File: src/rtl/dd_sync_pkg.sv
// Shared types and helpers for the multi-channel synchronizer/debouncer.
package dd_sync_pkg;

  // Edge-pulse pair emitted by each channel
  typedef struct packed {
    logic rise;
    logic fall;
  } edge_t;

  // Stability counter width: max(1, clog2(n))
  function automatic int unsigned cnt_width(input int unsigned n);
    return (n <= 1) ? 1 : $clog2(n);
  endfunction

endpackage

File: src/rtl/dd_sync_filt_ch.sv
// One channel: synchronizer flop chain, stability filter and registered edge pulses.
module dd_sync_filt_ch
  import dd_sync_pkg::*;
#(
  parameter int unsigned STAGES   = 2,
  parameter int unsigned FILT_CNT = 8,
  parameter logic        RST_VAL  = 1'b0
) (
  input  logic  clk,
  input  logic  rst,
  input  logic  hold_i,
  input  logic  data_i,
  output logic  data_sync_o,
  output edge_t edge_o
);

  localparam int unsigned     CNT_W   = cnt_width(FILT_CNT);
  localparam logic [CNT_W-1:0] CNT_MAX = CNT_W'(FILT_CNT - 1);

  logic [STAGES-1:0] pipe;
  logic [CNT_W-1:0]  cnt;
  logic              s;

  assign s = pipe[STAGES-1];

  // Chain always shifts; the filter and pulses freeze while hold_i is high
  always_ff @(posedge clk) begin
    if (rst) begin
      pipe        <= {STAGES{RST_VAL}};
      data_sync_o <= RST_VAL;
      cnt         <= '0;
      edge_o      <= '0;
    end else begin
      pipe   <= {pipe[STAGES-2:0], data_i};
      edge_o <= '0;
      if (!hold_i) begin
        if (s == data_sync_o) begin
          cnt <= '0;
        end else if (cnt == CNT_MAX) begin
          data_sync_o <= s;
          cnt         <= '0;
          edge_o.rise <= s;
          edge_o.fall <= ~s;
        end else begin
          cnt <= cnt + CNT_W'(1);
        end
      end
    end
  end

endmodule

File: src/rtl/dd_sync_debounce.sv
// Multi-channel synchronizer with per-channel glitch filter and rise/fall pulses.
module dd_sync_debounce
  import dd_sync_pkg::*;
#(
  parameter int unsigned        NUM_CH   = 4,
  parameter int unsigned        STAGES   = 2,
  parameter int unsigned        FILT_CNT = 8,
  parameter logic [NUM_CH-1:0]  RST_VAL  = '0
) (
  input  logic              clk,
  input  logic              rst,
  input  logic              hold_i,
  input  logic [NUM_CH-1:0] data_i,
  output logic [NUM_CH-1:0] data_sync_o,
  output logic [NUM_CH-1:0] rise_o,
  output logic [NUM_CH-1:0] fall_o,
  output logic              chg_o
);

  edge_t edges [NUM_CH];

  for (genvar i = 0; i < NUM_CH; i++) begin : g_ch
    dd_sync_filt_ch #(
      .STAGES   (STAGES),
      .FILT_CNT (FILT_CNT),
      .RST_VAL  (RST_VAL[i])
    ) u_ch (
      .clk         (clk),
      .rst         (rst),
      .hold_i      (hold_i),
      .data_i      (data_i[i]),
      .data_sync_o (data_sync_o[i]),
      .edge_o      (edges[i])
    );

    assign rise_o[i] = edges[i].rise;
    assign fall_o[i] = edges[i].fall;
  end

  // Pulses are registered, so this reduction is glitch-free
  assign chg_o = |(rise_o | fall_o);

endmodule

File: config.mk
export PLATFORM = sky130hd
export DESIGN_NAME = dd_sync_debounce
export DESIGN_NICKNAME = d
export VERILOG_FILES = /design/src/rtl/dd_sync_pkg.sv /design/src/rtl/dd_sync_filt_ch.sv /design/src/rtl/dd_sync_debounce.sv
export SDC_FILE = /design/constraint.sdc
export NUM_CORES = 1
export LEC_CHECK = 0
export ABC_AREA = 1
export CORE_ASPECT_RATIO = 0.9
export CORE_MARGIN = 2
export CORE_UTILIZATION = 47
export CTS_CLUSTER_DIAMETER = 50
export DETAILED_ROUTE_END_ITERATION = 6
export PLACE_DENSITY = 0.7
export SLEW_MARGIN = 20
export SYNTH_ARGS = -nofsm -noshare
export SYNTH_HDL_FRONTEND = slang
export SYNTH_SLANG_ARGS = --single-unit
File: constraint.sdc
create_clock -name clk -period 1.09 [get_ports clk]
set_input_delay 0.218 -clock clk [delete_from_list [all_inputs] [get_ports clk]]
set_output_delay 0.218 -clock clk [all_outputs]
set_load 0.1 [all_outputs]
==> results_dict.tcl, run 1 <==
set metrics [dict create \
    core_um2 2750 \
    multi_input_area_um2 702 \
    fill_cells 177 \
    port_buffers 19 \
    grt_usage_pct 20.2 \
    rsz0062_at_grt "true" \
    worst_setup_path_end_kind "output port" \
    fmax_ghz 0.673 \
    skew_ps 10.2 \
    powerDensity_nw_per_um2 906 \
    critPathRequiredTime_ps 870 \
    mostFrequentLayoutCells "inv_1 (30), nand2_1 (19), nand4_1 (17)" \
    fp.dieH_um 55.2 \
    std_cell_rows 18 \
    finalCritPeriodShare_pct 136 \
    grt_max_degree 21 \
    diodes 0 \
    fin_ws_ps -395 \
    yosys.area.top_type_share_pct 46.8 \
    gp_congestion 0.730 \
    period_needed_ps 1490 \
    grt_pass1_vias 1154 \
    yosysWarnings 0 \
    clk_pin_slew_ps 90 \
    critPathKind "flop to output port" \
    dp_hpwl_um 2000 \
    post_drt_wl_per_cell_um 13.3 \
    final_common_cell "inv_1" \
    drc 0 \
    p_leak_uw 0.000917 \
    final_cells 248 \
    drt_iter0_drc 36 \
    synthesis.area_um2 1370 \
    num_vias 1268 \
    syn_to_final_growth_pct 57.5 \
    num_io_pins 20 \
    tightest_slew_ps 261 \
    fin_setup_tns_ps -1400 \
    vias_per_cell 5.11 \
    peakVddDrop_mv 0.884 \
    hold_viol 0 \
    crit_arrival_ps 1270 \
    syn_nets 184 \
    wl_um 3290 \
    violations "negative setup slack" \
    cap_violations 0 \
    grt-ovfl-total 0 \
    ctsHtreeMaxLevel 2 \
    setup_viol 13 \
    placed_cells 232 \
    clock_latency_ps 340 \
    synth_area_per_cell_um2 8.09 \
    regArea_um2 696 \
    grt_pass1_wl_um 4770 \
    cp_max_fo 2 \
    antenna_found_initial 0 \
    critPathLaunchType "flop" \
    status "finished with violations" \
    ys_ff_latch 32 \
    clockBufferDepth 2 \
    ys_seq_area_share_pct 46.8 \
    drive_above_1_share_pct 42.8 \
    syn_inst 169 \
    place_ws_ps -257 \
    cts_tree "built" \
    start_util_pct 49.8 \
    ys_types 17 \
    clock-root-buffer "clkbuf_4" \
    yosysTopAreaCell "dfxtp_1" \
    slew_headroom_pct 82.5 \
    maxSlewViolCount 0 \
    dieArea_um2 3360 \
    first_pass_iters 4 \
    die_w_um 60.9 \
    hp-class "primary input to flop" \
    ant_nets 0 \
    netlist_top_cells_area "dfxtp_1 (47%), inv_1 (9.3%), nand4_1 (7.8%)" \
    nNetsFinal 222 \
    cts-buffers-inserted 5 \
    clock_sink_count 32 \
]
worst paths after layout:
check	from	endpoint	slack (ps)	cells past startpoint
worst max register to register	g_ch[2].u_ch.cnt[0]$_SDFFE_PP0N_	g_ch[2].u_ch.cnt[0]$_SDFFE_PP0N_	-30	5
worst max-delay path	g_ch[0].u_ch.edge_o[0]$_SDFF_PP0_	chg_o	-400	3
worst min-delay path	data_i[1]	g_ch[1].u_ch.pipe[0]$_SDFF_PP0_	390	3
worst min register to register	g_ch[1].u_ch.pipe[0]$_SDFF_PP0_	g_ch[1].u_ch.pipe[1]$_SDFF_PP0_	410	2
kinds of logic after synthesis:
logic type / Yosys count / synth area share, %
adder cells (fa/ha/maj): 8 / 7.32
AND/OR/NAND/NOR: 64 / 22.4
buffers and inverters: 45 / 15.6
flip-flops: 32 / 46.8
AO/OA/AOI/OAI: 20 / 7.87
per-stage QoR:
stage	area, um2	util (%)	hold WS (ps)	total power, uW
floorplan	1430	-	325	1290
global placement	1840	66.8	391	1340
detailed placement	1840	66.8	393	1340
CTS	2030	74.0	384	1950
global route	2150	78.4	399	2050
finish	2150	78.4	389	1950
cell type report:
class	count	area share (%)
clock buffers	7	2.09
clock inverters	1	0.174
inverters	35	6.33
repair buffers	41	24.2
flip-flops and latches	32	32.3
well taps	40	2.32
multi-input cells	92	32.6
Yosys cell counts:
cell type	count
buf_2	2
nand3_1	5
o21ai_0	2
a21oi_2	2
inv_1	34
a21oi_1	11
o21ai_1	5
ha_1	8
nand2_1	21
nand4_1	17
inv_2	1
nand3_2	2
nor4_1	2
buf_6	3
nor2_1	17
buf_4	5
dfxtp_1	32
where the power goes:
group,switching (uW),total [uW],internal [uW],leakage [uW]
logic,80.7,147,66.3,0.000617
registers,14.5,1170,1160,0.000273
clock network,383,630,247,0.0000269
total,478,1950,1470,0.000917
worst max-delay path, stage by stage (launching register included):
cell	delay, ps
dfxtp_4	360
nor4_4	310
nand2_4	80
buf_12	170
layer usage:
layer | global-route usage, % | wire length [um] | vias to the layer above
met2 | 36.0 | 1730 | 57
met3 | 7.67 | 211 | 10
met1 | 21.1 | 1280 | 583
met5 | 0 | 0 | -
met4 | 9.42 | 66 | 0
li1 | - | - | 618
flip-flops by register name (all words and copies together), names as in the netlist:
signal,cells
g_ch.u_ch.pipe,8
g_ch.u_ch.data_sync_o,4
g_ch.u_ch.cnt,12
g_ch.u_ch.edge_o,8
what timing repair did:
action,4_1_cts,5_1_grt
endpoints found under the setup margin,28,29
pin swaps,7,14
resized for setup,35,24
hold buffers,0,0
buffers inserted,6,2
(Power assumes the default switching activity.)
==> run 2: changes to the inputs <==
- CAP_MARGIN: default -> 10
- PLACE_DENSITY: 0.7 -> 0.71
- SYNTH_HIERARCHICAL: default -> 1
==> results_dict.tcl, run 2 <==
set metrics [dict create \
    first_pass_iters 4 \
    tightest_slew_ps 194 \
    grt_pass1_wl_um 5060 \
    diodes 0 \
    clock-root-buffer "clkbuf_4" \
    syn_nets 186 \
    ys_seq_area_share_pct 48.1 \
    antenna_found_initial 0 \
    fin_ws_ps -276 \
    clock_latency_ps 340 \
    dieArea_um2 3280 \
    port_buffers 19 \
    drive_above_1_share_pct 48.6 \
    grt_max_degree 24 \
    vias_per_cell 4.98 \
    grt_usage_pct 22.0 \
    clock_sink_count 32 \
    grt-ovfl-total 0 \
    ant_nets 0 \
    dp_hpwl_um 2060 \
    rr_worst_depth 4 \
    yosys.area.top_type_share_pct 48.1 \
    hold_depth 3 \
    skew_ps 12.2 \
    die_w_um 60.1 \
    placed_cells 233 \
    powerDensity_nw_per_um2 897 \
    critPathKind "flop to output port" \
    nNetsFinal 230 \
    place_ws_ps -194 \
    final_cells 256 \
    ys_ff_latch 32 \
    p_sw_uw 475 \
    p_leak_uw 0.000929 \
    reg.largest.list "g_ch.u_ch/cnt x12, g_ch.u_ch/edge_o x8, g_ch.u_ch/pipe x8" \
    drc 0 \
    final_common_cell "nand4_1" \
    yosysWarnings 6 \
    synthArstFlopShare_pct 0 \
    reg2reg_setup_slack_ps 0 \
    drt_iter0_drc 50 \
    cap_violations 0 \
    hp-class "primary input to flop" \
    core_um2 2730 \
    combPwrFrac_pct 7.0 \
    maxSlewViolCount 0 \
    yosysTopAreaCell "dfxtp_1" \
    cts_tree "built" \
    yosys-top-cells-count "dfxtp_1 (32), inv_1 (32), nand2_1 (25)" \
    period_needed_ps 1370 \
    slew_headroom_pct 87.0 \
    hold_viol 0 \
    fin_total_pwr_uw 1940 \
    status "finished with violations" \
    crit_arrival_ps 1150 \
    critPathRequiredTime_ps 870 \
    start_util_pct 48.9 \
    fp.dieH_um 54.5 \
    setup_viol 12 \
    grt_pass1_vias 1261 \
    num_vias 1276 \
    clk_pin_slew_ps 100 \
    ctsHtreeMaxLevel 2 \
    registers.top_by_ff_count "g_ch.u_ch/cnt" \
    std_cell_rows 18 \
    dominantRegCellSynth "dfxtp_1" \
    fmax_ghz 0.732 \
    worst_setup_path_end_kind "output port" \
    clkPwrFrac_pct 32.6 \
    design_area_um2 2160 \
    cts-buffers-inserted 5 \
    synthesis.area_um2 1330 \
    synth_area_per_cell_um2 7.79 \
    num_io_pins 20 \
    mostFrequentLayoutCells "nand4_1 (24), inv_2 (23), nand2_1 (20), inv_1 (20), buf_12 (15)" \
    syn_to_final_growth_pct 62.4 \
    post_drt_wl_per_cell_um 12.9 \
    violations "negative setup slack" \
    peakVddDrop_mv 0.740 \
    ys_types 10 \
    fin_setup_tns_ps -1130 \
    gp_congestion 0.704 \
    sw_frac_of_total_pct 24.5 \
    p_seq_share_pct 60.4 \
    internal_power_uw 1470 \
    cp_max_fo 2 \
    critPathLaunchType "flop" \
    clockBufferDepth 2 \
    syn_inst 171 \
    dpl_cell_area_um2 1810 \
    finalCritPeriodShare_pct 125 \
    wl_um 3310 \
    rsz0062_at_grt "true" \
    netlist_top_cells_area "dfxtp_1 (48%), nand4_1 (11%), inv_1 (9.0%)" \
    synth_edf_count 0 \
    largest_register_ff_count 12 \
]
==> run 2: routing by layer <==
layer / GRT usage, % / part of all wire (%)
met1: 20.2 / 38
met2: 41.8 / 56
met3: 6.38 / 3.6
met4: 14.8 / 1.7
met5: 0 / 0
==> run 2: path summary, 6_finish.rpt <==
kind	end	startpoint
worst max-delay path	chg_o	g_ch[3].u_ch/edge_o[1]$_SDFF_PP0_
worst min register to register	g_ch[2].u_ch/pipe[1]$_SDFF_PP0_	g_ch[2].u_ch/pipe[0]$_SDFF_PP0_
worst max register to register	g_ch[1].u_ch/cnt[2]$_SDFFE_PP0N_	g_ch[1].u_ch/cnt[0]$_SDFFE_PP0N_
worst min-delay path	g_ch[1].u_ch/pipe[0]$_SDFF_PP0_	data_i[1]
==> run 2: kinds of logic after synthesis <==
group,synth area share (%)
and+or+nand+nor,25.3
buffers and inverters,12.4
DFF,48.1
AOI/OAI and AO/OA,6.76
adders and majority gates,7.51
==> run 2: layout make-up <==
type	instances	area, um2
sequential	32	696
multi-input combinational	95	692
fill	162	561
timing repair buffer	37	510
inverter	44	168
tap	40	50.0
clock buffer	7	45.0
clock inverter	1	3.75
==> run 2: power groups by stage <==
stage / sequential, uW / combinational [uW] / clock (uW)
after floorplan: 1190 / 48.9 / 0
after global placement: 1200 / 118 / 0
after detailed placement: 1200 / 124 / 0
after CTS: 1170 / 125 / 650
after global routing: 1180 / 149 / 705
final: 1170 / 135 / 633
==> run 2: what timing repair did <==
action / in CTS / in global routing
endpoints found under the setup margin: 24 / 30
hold buffers: 0 / 0
gates resized for setup: 34 / 23
setup buffers: 14 / 6
pin swaps: 15 / 20
==> run 2: metrics by stage <==
stage               utilization, %  hold WS [ps]
floorplan                        -           287
global placement              66.3           391
detailed placement            66.3           393
CTS                           75.9           379
global route                  79.4           377
finish                        79.4           393
==> run 2: critical path, stage by stage (launching register included) <==
cell	delay, ps
dfxtp_4	360
inv_2	60
nand2_4	60
nor2_4	110
nand2_4	60
buf_12	160
